**src/rtl/mc_controller_hs_if.sv**
```systemverilog
// mc_controller_hs_if -- handshake bundle between the multicycle control FSM,
// the unified memory port and the optional multiply/divide unit.
//
// Handshake semantics (memory): MemReq is the valid. Once raised it stays high,
// together with MemWrite and the address select, until a cycle where MemReady
// is high; that cycle completes the transfer. MemReady is only meaningful while
// MemReq is high.
// Handshake semantics (MDU): MduStart is a one-cycle launch pulse. MduDone
// signals a valid result and may arrive in the same cycle as MduStart.
//
// Signals:
//   MemReq   controller -> memory  request valid
//   MemWrite controller -> memory  write qualifier (only with MemReq)
//   MemReady memory -> controller  request completes this cycle
//   MduStart controller -> MDU     launch pulse
//   MduDone  MDU -> controller     result valid
interface mc_controller_hs_if;
  logic MemReq;
  logic MemWrite;
  logic MemReady;
  logic MduStart;
  logic MduDone;

  modport master (
    output MemReq,
    output MemWrite,
    output MduStart,
    input  MemReady,
    input  MduDone
  );

  modport slave (
    input  MemReq,
    input  MemWrite,
    input  MduStart,
    output MemReady,
    output MduDone
  );
endinterface

```
**src/rtl/mc_controller_hs.sv**
```systemverilog
// mc_controller_hs -- multicycle RV32I control FSM with a req/ready memory
// handshake, wait-state timeout, optional multi-cycle MDU path and an
// absorbing trap state.
//
// Ports:
//   clk, reset        clock; asynchronous active-high reset (state FETCH)
//   bus (master)      MemReq/MemWrite/MemReady, MduStart/MduDone
//   op, funct3, funct7b5, funct7b0   instruction fields from the IR
//   Zero, ALUResultLSB               ALU flags used by branches
//   AdrSrc, IRWrite, PCWrite, PCSrc, RegWrite   datapath enables/selects
//   ALUSrcA, ALUSrcB, ImmSrc, ResultSrc, ALUControl   datapath selects
//   Trap, TrapCause   core halted and why (01 illegal, 10 memory timeout)
//   state_dbg_o       current FSM state encoding
//
// ALUControl encoding: 0000 add, 0001 sub, 0010 and, 0011 or, 0100 xor,
// 0101 slt, 0110 sltu, 0111 sll, 1000 srl, 1001 sra.
module mc_controller_hs #(
  parameter bit ENABLE_MDU  = 1'b0,
  parameter int MEM_TIMEOUT = 16,
  parameter int TO_W        = 5
) (
  input  logic                 clk,
  input  logic                 reset,
  mc_controller_hs_if.master   bus,
  input  logic [6:0]           op,
  input  logic [2:0]           funct3,
  input  logic                 funct7b5,
  input  logic                 funct7b0,
  input  logic                 Zero,
  input  logic                 ALUResultLSB,
  output logic                 AdrSrc,
  output logic                 IRWrite,
  output logic                 PCWrite,
  output logic                 PCSrc,
  output logic                 RegWrite,
  output logic [1:0]           ALUSrcA,
  output logic [1:0]           ALUSrcB,
  output logic [2:0]           ImmSrc,
  output logic [2:0]           ResultSrc,
  output logic [3:0]           ALUControl,
  output logic                 Trap,
  output logic [1:0]           TrapCause,
  output logic [3:0]           state_dbg_o
);

  typedef enum logic [3:0] {
    S_FETCH    = 4'd0,
    S_DECODE   = 4'd1,
    S_MEMADR   = 4'd2,
    S_MEMREAD  = 4'd3,
    S_MEMWB    = 4'd4,
    S_MEMWRITE = 4'd5,
    S_EXECR    = 4'd6,
    S_EXECI    = 4'd7,
    S_EXECU    = 4'd8,
    S_JAL      = 4'd9,
    S_ALUWB    = 4'd10,
    S_BRANCH   = 4'd11,
    S_MDUEXEC  = 4'd12,
    S_TRAP     = 4'd13
  } state_t;

  localparam logic [6:0] OP_LOAD  = 7'b0000011;
  localparam logic [6:0] OP_STORE = 7'b0100011;
  localparam logic [6:0] OP_R     = 7'b0110011;
  localparam logic [6:0] OP_IMM   = 7'b0010011;
  localparam logic [6:0] OP_JALR  = 7'b1100111;
  localparam logic [6:0] OP_LUI   = 7'b0110111;
  localparam logic [6:0] OP_AUIPC = 7'b0010111;
  localparam logic [6:0] OP_JAL   = 7'b1101111;
  localparam logic [6:0] OP_BR    = 7'b1100011;

  // Timeout fires in the cycle the counter would reach MEM_TIMEOUT, so a
  // request sees exactly MEM_TIMEOUT wait cycles before the trap.
  localparam bit            TO_EN    = (MEM_TIMEOUT != 0);
  localparam logic [TO_W-1:0] TO_LIMIT = TO_W'(TO_EN ? MEM_TIMEOUT - 1 : 0);

  state_t          state_q;
  logic [TO_W-1:0] to_q;
  logic [1:0]      cause_q;
  logic            mdu_first_q;

  logic mem_state;
  logic mem_timeout;
  logic mdu_op;

  assign mem_state   = (state_q == S_FETCH) || (state_q == S_MEMREAD) ||
                       (state_q == S_MEMWRITE);
  assign mem_timeout = TO_EN && mem_state && !bus.MemReady && (to_q == TO_LIMIT);
  assign mdu_op      = (op == OP_R) && funct7b0;

  // Single FSM process: state, wait-state counter, trap cause, MDU first-cycle flag.
  always_ff @(posedge clk or posedge reset) begin
    if (reset) begin
      state_q     <= S_FETCH;
      to_q        <= '0;
      cause_q     <= 2'b00;
      mdu_first_q <= 1'b0;
    end else begin
      // Counts consecutive wait cycles of the current request; anything other
      // than a waiting memory state clears it, which covers entry and completion.
      to_q        <= (mem_state && !bus.MemReady) ? to_q + TO_W'(1) : '0;
      mdu_first_q <= 1'b0;
      if (mem_timeout) begin
        state_q <= S_TRAP;
        cause_q <= 2'b10;
      end else begin
        case (state_q)
          S_FETCH:    if (bus.MemReady) state_q <= S_DECODE;
          S_DECODE: begin
            case (op)
              OP_LOAD, OP_STORE: state_q <= S_MEMADR;
              OP_R: begin
                if (!funct7b0) begin
                  state_q <= S_EXECR;
                end else if (ENABLE_MDU) begin
                  state_q     <= S_MDUEXEC;
                  mdu_first_q <= 1'b1;
                end else begin
                  state_q <= S_TRAP;
                  cause_q <= 2'b01;
                end
              end
              OP_IMM, OP_JALR:   state_q <= S_EXECI;
              OP_LUI, OP_AUIPC:  state_q <= S_EXECU;
              OP_JAL:            state_q <= S_JAL;
              OP_BR:             state_q <= S_BRANCH;
              default: begin
                state_q <= S_TRAP;
                cause_q <= 2'b01;
              end
            endcase
          end
          S_MEMADR:   state_q <= (op == OP_STORE) ? S_MEMWRITE : S_MEMREAD;
          S_MEMREAD:  if (bus.MemReady) state_q <= S_MEMWB;
          S_MEMWB:    state_q <= S_FETCH;
          S_MEMWRITE: if (bus.MemReady) state_q <= S_FETCH;
          S_EXECR, S_EXECI, S_EXECU, S_JAL: state_q <= S_ALUWB;
          S_ALUWB:    state_q <= S_FETCH;
          S_BRANCH:   state_q <= S_FETCH;
          S_MDUEXEC:  if (bus.MduDone) state_q <= S_ALUWB;
          S_TRAP:     state_q <= S_TRAP;
          default:    state_q <= S_FETCH;
        endcase
      end
    end
  end

  logic [1:0] alu_op;
  logic       taken;
  logic       mem_req, mem_write, mdu_start;

  always_comb begin
    case (funct3)
      3'b000:  taken = Zero;
      3'b001:  taken = !Zero;
      3'b100,
      3'b110:  taken = ALUResultLSB;
      3'b101,
      3'b111:  taken = !ALUResultLSB;
      default: taken = 1'b0;
    endcase
  end

  // Output decode from the registered state; only FETCH/BRANCH look at inputs.
  always_comb begin
    mem_req   = 1'b0;
    mem_write = 1'b0;
    mdu_start = 1'b0;
    AdrSrc    = 1'b0;
    IRWrite   = 1'b0;
    PCWrite   = 1'b0;
    PCSrc     = 1'b0;
    RegWrite  = 1'b0;
    ALUSrcA   = 2'b00;
    ALUSrcB   = 2'b00;
    ImmSrc    = 3'b000;
    ResultSrc = 3'b000;
    alu_op    = 2'b00;
    case (state_q)
      S_FETCH: begin
        mem_req   = 1'b1;
        ALUSrcB   = 2'b10;
        ResultSrc = 3'b010;
        IRWrite   = bus.MemReady;
        PCWrite   = bus.MemReady;
      end
      S_DECODE: begin
        ALUSrcA = ((op == OP_JAL) || (op == OP_BR)) ? 2'b01 : 2'b10;
        ALUSrcB = 2'b01;
        case (op)
          OP_STORE:         ImmSrc = 3'b001;
          OP_BR:            ImmSrc = 3'b010;
          OP_LUI, OP_AUIPC: ImmSrc = 3'b011;
          OP_JAL:           ImmSrc = 3'b100;
          default:          ImmSrc = 3'b000;
        endcase
      end
      S_MEMADR: begin
        ALUSrcA = 2'b10;
        ALUSrcB = 2'b01;
        ImmSrc  = (op == OP_STORE) ? 3'b001 : 3'b000;
      end
      S_MEMREAD: begin
        mem_req = 1'b1;
        AdrSrc  = 1'b1;
      end
      S_MEMWB: begin
        RegWrite  = 1'b1;
        ResultSrc = 3'b001;
      end
      S_MEMWRITE: begin
        mem_req   = 1'b1;
        mem_write = 1'b1;
        AdrSrc    = 1'b1;
      end
      S_EXECR: begin
        ALUSrcA = 2'b10;
        alu_op  = 2'b10;
      end
      S_EXECI: begin
        ALUSrcA = 2'b10;
        ALUSrcB = 2'b01;
        // Shift-immediates take the 5-bit shamt form.
        ImmSrc  = (funct3[1:0] == 2'b01) ? 3'b101 : 3'b000;
        alu_op  = 2'b10;
      end
      S_EXECU: begin
        ALUSrcA = (op == OP_LUI) ? 2'b11 : 2'b01;
        ALUSrcB = 2'b01;
        ImmSrc  = 3'b011;
      end
      S_JAL: begin
        PCWrite = 1'b1;
        PCSrc   = 1'b1;
      end
      S_ALUWB: begin
        RegWrite = 1'b1;
        if ((op == OP_JAL) || (op == OP_JALR)) ResultSrc = 3'b011;
        else if (ENABLE_MDU && mdu_op)         ResultSrc = 3'b100;
        else                                   ResultSrc = 3'b000;
      end
      S_BRANCH: begin
        ALUSrcA = 2'b10;
        alu_op  = 2'b11;
        PCWrite = taken;
        PCSrc   = taken;
      end
      S_MDUEXEC: begin
        mdu_start = mdu_first_q;
      end
      default: ;
    endcase
  end

  // ALU decoder: 00 add, 01 sub, 10 from funct3/funct7, 11 branch compare.
  always_comb begin
    ALUControl = 4'b0000;
    case (alu_op)
      2'b01: ALUControl = 4'b0001;
      2'b10: begin
        case (funct3)
          3'b000:  ALUControl = (op[5] && funct7b5) ? 4'b0001 : 4'b0000;
          3'b001:  ALUControl = 4'b0111;
          3'b010:  ALUControl = 4'b0101;
          3'b011:  ALUControl = 4'b0110;
          3'b100:  ALUControl = 4'b0100;
          3'b101:  ALUControl = funct7b5 ? 4'b1001 : 4'b1000;
          3'b110:  ALUControl = 4'b0011;
          default: ALUControl = 4'b0010;
        endcase
      end
      2'b11: begin
        case (funct3[2:1])
          2'b10:   ALUControl = 4'b0101;
          2'b11:   ALUControl = 4'b0110;
          default: ALUControl = 4'b0001;
        endcase
      end
      default: ALUControl = 4'b0000;
    endcase
  end

  assign bus.MemReq   = mem_req;
  assign bus.MemWrite = mem_write;
  assign bus.MduStart = mdu_start;
  assign Trap         = (state_q == S_TRAP);
  assign TrapCause    = cause_q;
  assign state_dbg_o  = state_q;

endmodule

```
**src/flat_wrapper.sv**
```systemverilog
// flat-port wrapper written by rule: the top's interface ports become plain ports
module mc_controller_hs_flat 
#(
  parameter bit ENABLE_MDU  = 1'b0,
  parameter int MEM_TIMEOUT = 16,
  parameter int TO_W        = 5
)
  (clk, reset, op, funct3, funct7b5, funct7b0, Zero, ALUResultLSB, AdrSrc, IRWrite, PCWrite, PCSrc, RegWrite, ALUSrcA, ALUSrcB, ImmSrc, ResultSrc, ALUControl, Trap, TrapCause, state_dbg_o, bus_MemReq, bus_MemWrite, bus_MduStart, bus_MemReady, bus_MduDone);
  mc_controller_hs_if bus_i ();
  input  logic clk;
  input  logic reset;
  input  logic [6:0] op;
  input  logic [2:0] funct3;
  input  logic funct7b5;
  input  logic funct7b0;
  input  logic Zero;
  input  logic ALUResultLSB;
  output logic AdrSrc;
  output logic IRWrite;
  output logic PCWrite;
  output logic PCSrc;
  output logic RegWrite;
  output logic [1:0] ALUSrcA;
  output logic [1:0] ALUSrcB;
  output logic [2:0] ImmSrc;
  output logic [2:0] ResultSrc;
  output logic [3:0] ALUControl;
  output logic Trap;
  output logic [1:0] TrapCause;
  output logic [3:0] state_dbg_o;
  output wire logic [$bits(bus_i.MemReq)-1:0] bus_MemReq;
  output wire logic [$bits(bus_i.MemWrite)-1:0] bus_MemWrite;
  output wire logic [$bits(bus_i.MduStart)-1:0] bus_MduStart;
  input wire logic [$bits(bus_i.MemReady)-1:0] bus_MemReady;
  input wire logic [$bits(bus_i.MduDone)-1:0] bus_MduDone;
  assign bus_MemReq = bus_i.MemReq;
  assign bus_MemWrite = bus_i.MemWrite;
  assign bus_MduStart = bus_i.MduStart;
  assign bus_i.MemReady = bus_MemReady;
  assign bus_i.MduDone = bus_MduDone;
  mc_controller_hs #(.ENABLE_MDU(ENABLE_MDU), .MEM_TIMEOUT(MEM_TIMEOUT), .TO_W(TO_W)) u_core (.clk(clk), .reset(reset), .bus(bus_i), .op(op), .funct3(funct3), .funct7b5(funct7b5), .funct7b0(funct7b0), .Zero(Zero), .ALUResultLSB(ALUResultLSB), .AdrSrc(AdrSrc), .IRWrite(IRWrite), .PCWrite(PCWrite), .PCSrc(PCSrc), .RegWrite(RegWrite), .ALUSrcA(ALUSrcA), .ALUSrcB(ALUSrcB), .ImmSrc(ImmSrc), .ResultSrc(ResultSrc), .ALUControl(ALUControl), .Trap(Trap), .TrapCause(TrapCause), .state_dbg_o(state_dbg_o));
endmodule
```
**config.mk**
```make
export PLATFORM = sky130hd
export DESIGN_NAME = mc_controller_hs_flat
export DESIGN_NICKNAME = d
export VERILOG_FILES = /design/src/rtl/mc_controller_hs_if.sv /design/src/rtl/mc_controller_hs.sv /design/src/flat_wrapper.sv
export SDC_FILE = /design/constraint.sdc
export NUM_CORES = 1
export LEC_CHECK = 0
export BUFFER_PORTS_ARGS = -buffer_cell sky130_fd_sc_hd__clkbuf_2
export CAP_MARGIN = 25
export CORE_UTILIZATION = 30
export CTS_CLUSTER_DIAMETER = 200
export CTS_CLUSTER_SIZE = 16
export DETAILED_ROUTE_END_ITERATION = 10
export MAX_ROUTING_LAYER = met4
export PLACE_DENSITY = 0.6
export SLEW_MARGIN = 10
export SYNTH_ARGS = -nofsm -noshare
export SYNTH_HDL_FRONTEND = slang
export SYNTH_SLANG_ARGS = --single-unit
```
**constraint.sdc**
```tcl
create_clock -name clk -period 2 [get_ports clk]
set_input_delay 0.1 -clock clk [delete_from_list [all_inputs] [get_ports clk]]
set_output_delay 0.1 -clock clk [all_outputs]
set_load 0.01 [all_outputs]
```
* Yosys cells after proc, flatten, opt, wreduce, memory -nomap -nowiden
Cells that the tools add are included.
Widths: inputs -> output; s select.
** Storage, ports and cells
- Register bits :: 11
- Word-level logic and storage cells :: 112
** Cells by class
- Add/sub/neg operators :: 1
- Eq/ne operators :: 42
- Muxes and demuxes :: 38
- Reductions and logical operators :: 28
** Operator list (number)
- $pmux 4 s8 :: 1
- $pmux 4 s7 :: 1
- $eq 4x4->1 const B :: 6
- $mux 4 :: 6
- $pmux 3 s4 :: 2
- $pmux 4 s6 :: 1
- $eq 7x6->1 const B :: 3
- $eq 7x7->1 const B :: 3
- $eq 4x3->1 const B :: 4
- $reduce_or 2->1 :: 8
- $ne 3x2->1 const B :: 5
- $eq 7x5->1 const B :: 2
- $eq 3x3->1 const B :: 4
- $mux 2 :: 6
- $pmux 2 s2 :: 3
- $pmux 4 s3 :: 1
- $reduce_or 4->1 :: 3
- $pmux 3 s3 :: 1
- $eq 2x2->1 const B :: 4
- $eq 4x2->1 const B :: 2
- $mux 1 :: 8
- $reduce_or 8->1 :: 1
- $eq 7x2->1 const B :: 1
- $eq 3x2->1 const B :: 2
- other kinds (22) :: 31

* Logic depth before layout (Yosys ltp)
- Word-level depth :: 7
- Mapped depth :: 7
- Depth with buffers taken out :: 7

* Worst setup path after synthesis
Ideal clock, no wire load.
- Path kind :: reg2reg
- From :: reg u_core.state_q[1], in the netlist u_core.state_dbg_o[1]
- To :: reg u_core.cause_q[1], in the netlist u_core.TrapCause[1]
- Library setup time :: 0.118 ns
- Arrival :: 1.615 ns
- Slack :: 0.267 ns
- Stages on the path, launching flop included :: 6
- Path buffers :: 2
- Cells stage by stage :: dfrtp_1 buf_6 or4b_1 buf_2 a221o_1 a21o_1
** On the way
- Cells in the longest elaborated chain, start to end :: 7
- Elaborated cells between the ends (all ways) :: 13
- Those cells by class :: eq/ne: 5; mux: 1; reduce/logical: 7
** Ends and longest elaborated chain
- start, declared :: RTL line mc_controller_hs.sv:78 : state_t state_q;
- start signal, assigned :: RTL line mc_controller_hs.sv:134 : S_MEMADR: state_q <= (op == OP_STORE) ? S_MEMWRITE : S_MEMREAD;
- $eq 4x2->1 or $logic_not 4->1 (tied branches) :: RTL line mc_controller_hs.sv:87 : assign mem_state = (state_q == S_FETCH) || (state_q == S_MEMREAD) ||
- $logic_or 1x1->1 (2 in series) :: RTL line mc_controller_hs.sv:87
- $logic_and 1x1->1 (2 in series) :: RTL line mc_controller_hs.sv:89 : assign mem_timeout = TO_EN && mem_state && !bus.MemReady && (to_q == TO_LIMIT);
- $ne 3x2->1 (no line), or another cell as far along
- $reduce_and 3->1 (no line)
- end signal, assigned :: RTL line mc_controller_hs.sv:97 : cause_q <= 2'b00;
- end signal, assigned :: RTL line mc_controller_hs.sv:106 : cause_q <= 2'b10;
- end signal, assigned :: RTL line mc_controller_hs.sv:121 : cause_q <= 2'b01;
- end, declared :: RTL line mc_controller_hs.sv:80 : logic [1:0] cause_q;
Several ways; a longest one is shown, not always the timed one.
A chain may end at the register's enable or synchronous reset.

* Worst setup path in the final report
- From :: reg u_core.state_q[1], in the netlist u_core.state_dbg_o[1]
- To :: out ImmSrc[0]
** On the way
- Cells in the longest elaborated chain, start to end :: 2
- Elaborated cells between the ends (all ways) :: 5
- Those cells by class :: eq/ne: 4; mux: 1
** Ends and longest elaborated chain
- $eq 4x4->1, or another cell as far along :: RTL line mc_controller_hs.sv:180 : case (state_q)
- $pmux 3 s4 * :: RTL line mc_controller_hs.sv:180
- end, declared :: RTL line flat_wrapper.sv:25 : output logic [2:0] ImmSrc;
Every way passes the cells marked *; elsewhere a longest branch is shown, timed or not.

==> results.json <==
{
  "status": "complete, no violations",
  "cp_data_required_time_ns": 1.90,
  "cts_max_level": 1,
  "crit-reg2reg-capture": "u_core.state_dbg_o[2]",
  "initial_core_util_pct": 32.0,
  "yosysSeqAreaShare_pct": 21.1,
  "synth_flop_cell": "dfrtp_1",
  "ys_seq_elements": 11,
  "post-route-min-period_ns": 1.93,
  "setup_tns_ns": 0,
  "path_clk_slew_ns": 0.05,
  "synth_cell_types": 56,
  "grt_antenna_before_repair": 0,
  "die_area_sq_um": 4620,
  "place.gp.congestion": 0.849,
  "drv_slew": 0,
  "first_global_vias": 1265,
  "io_pins": 47,
  "viasPerCell": 5.39,
  "fin_area_sq_um": 1630,
  "p_clk_share_pct": 12.0,
  "clk_latency_ns": 0.23,
  "cts-root-buf": "clkbuf_8",
  "p_leak_nw": 0.767,
  "skew_ns": 0.000854,
  "place_area_sq_um": 1560,
  "firstDrtPassIters": 4,
  "dp_hpwl_mm": 2.81,
  "grt_overflow_total": 0,
  "rsz0062_at_grt": "yes",
  "worstPathArrival_ns": 1.83,
  "portBuffers": 44,
  "die_w_microns": 68.0,
  "p_sw_mw": 0.874,
  "num_rows": 23,
  "ir_drop_uv": 388,
  "grt_use_total_pct": 16.5,
  "synth_area_per_cell_sq_um": 7.10,
  "critical_path.startpoint_type": "flip-flop",
  "rrSetupSlack_ns": 0.19,
  "async_flop_share_pct": 100,
  "num-nets-final": 244,
  "hold_slack_ns": 0.308,
  "grt_pass1_wl_mm": 5.72,
  "cts_sinks": 11,
  "internal_power_mw": 0.929,
  "hold_path_startpoint": "op[1]",
  "grt_max_degree": 21,
  "ys_warn_count": 0,
  "crit_end": "ImmSrc[0]",
  "pwr-share-comb_pct": 69.9,
  "drc": 0,
  "vias": 1471,
  "crit_fanout": 14,
  "period_share_pct": 96.4,
  "avgRoutedWirePerCell_microns": 13.2,
  "cts_tree": "built",
  "hp-class": "primary input to flip-flop",
  "drv_cap": 0,
  "synth_cells": 184,
  "synth_edf_count": 0,
  "switching_share_pct": 48.5,
  "syn_area_sq_um": 1310,
  "ctsLongestPathBuffers": 2,
  "place_inst": 268,
  "r2r-start": "u_core.state_dbg_o[1]",
  "die_y_microns": 68.0,
  "hold_viol": 0,
  "cts_made_buffers": 3,
  "drtIter0Drc": 126,
  "endpoint_kind": "primary output",
  "startpoint": "u_core.state_dbg_o[1]",
  "n_antenna_cell": 0,
  "layout.cells.non_filler": 273,
  "power_frac_seq_pct": 18.1,
  "core_sq_um": 4090,
  "hold_depth": 4,
  "reg2regPathDepth": 5,
  "post-route-util_pct": 39.8,
  "antenna_left": 0,
  "p_per_area_nw_per_um2": 1110,
  "area_growth_pct": 24.4,
  "crit_type": "flip-flop to primary output",
  "max_freq_ghz": 0.519,
  "setup_violations": 0,
  "wirelength_mm": 3.60,
  "drive_gt1_share_pct": 28.3
}
-- per-stage QoR --
stage / power, mW / worst slack, ns
after global placement: 1.56 / 0.186
after CTS: 1.79 / 0.0186
final: 1.80 / 0.0725
after global routing: 1.98 / 0.00292
after floorplan: 1.17 / 0.267
after detailed placement: 1.56 / 0.182
-- worst min-delay path by stage --
stage | to | slack [ns]
CTS | u_core.state_dbg_o[2] | 0.31
global placement | u_core.to_q[0] | 0.09
detailed placement | u_core.to_q[0] | 0.09
finish | u_core.state_dbg_o[2] | 0.31
floorplan | u_core.TrapCause[0] | -0.05
global route | u_core.state_dbg_o[2] | 0.36
-- per-layer routing --
metal | wire, microns | GRT usage [%] | vias to the layer above
li1 | - | - | 742
met1 | 1800 | 23.5 | 680
met2 | 1570 | 24.6 | 43
met3 | 175 | 1.50 | 6
met4 | 50 | 4.43 | 0
met5 | 0 | - | -
-- power by group through the flow --
stage / registers (mW) / clock network, mW / logic, mW
floorplan: 0.332 / 0 / 0.836
global placement: 0.324 / 0 / 1.24
detailed placement: 0.325 / 0 / 1.23
CTS: 0.322 / 0.221 / 1.24
global route: 0.333 / 0.235 / 1.41
finish: 0.326 / 0.216 / 1.26
-- logic make-up (layout without fill, tap and decap cells) --
kind of cell / Yosys count / after routing / share of synthesized area [%]
simple gates: 81 / 81 / 34.0
compound gates: 54 / 54 / 28.3
buf+inv: 28 / 66 / 9.77
flops: 11 / 11 / 21.1
xor+xnor: 7 / 7 / 4.69
fa+ha+maj: 2 / 2 / 1.92
other cells: 1 / 2 / 0.287
-- critical path, stage by stage (launching register included) --
cell and delay [ns]:
dfrtp_1 0.44, buf_4 0.22, xnor2_1 0.13, or4_1 0.40, o211ai_1 0.24, clkbuf_2 0.17
-- sequential cells by signal (all words and copies together), names as in the netlist --
signal and count:
u_core.state_dbg_o 4, u_core.TrapCause 2, u_core.to_q 5
-- cell type report --
class / instances / area (sq um)
fillers: 452 / 2460
well taps: 50 / 62.6
multi-input cells: 146 / 918
inverters: 10 / 37.5
flip-flops and latches: 11 / 275
clock buffers: 4 / 45.0
repair buffers: 52 / 287
-- timing repair --
action | 4_1_cts | 5_1_grt
hold endpoints to repair | 11 | 0
resized for setup | 0 | 4
setup buffers | 0 | 0
hold buffers | 1 | 0
setup endpoints to repair | 0 | 8
-- cells in the mapped netlist (3+ instances only) --
master	count	area, sq um
o211ai_1	3	22.5
o22ai_1	3	18.8
a31oi_1	3	18.8
inv_1	10	37.5
o21ai_0	10	50.1
nor2b_1	6	37.5
dfrtp_1	11	275
xnor2_1	5	43.8
nand2b_1	4	25.0
nand3_1	4	20.0
and3_1	4	25.0
clkbuf_1	7	26.3
buf_2	6	30.0
nand2_1	14	52.6
a21oi_1	11	55.1
or2_2	3	18.8
nor3_1	6	30.0
or4_1	3	22.5
nand4_1	3	18.8
nor2_1	19	71.3
-- cell usage in the layout, fill, tap and decap left out, types with 3 or more instances in the layout --
| cell | synthesis | final |
|---|---|---|
| nand2b_1 | 4 | 4 |
| o211ai_1 | 3 | 3 |
| or2_2 | 3 | 3 |
| nand3_1 | 4 | 4 |
| o21ai_0 | 10 | 10 |
| o22ai_1 | 3 | 3 |
| a21oi_1 | 11 | 11 |
| inv_1 | 10 | 10 |
| clkbuf_2 | 0 | 44 |
| nand2_1 | 14 | 14 |
| nor3_1 | 6 | 6 |
| or4_1 | 3 | 3 |
| a31oi_1 | 3 | 3 |
| buf_4 | 2 | 6 |
| nand4_1 | 3 | 3 |
| nor2b_1 | 6 | 5 |
| clkbuf_8 | 0 | 3 |
| nor2_1 | 19 | 19 |
| xnor2_1 | 5 | 5 |
| and3_1 | 4 | 4 |
| dfrtp_1 | 11 | 11 |
Note: power is estimated with default switching activity, not from simulation.
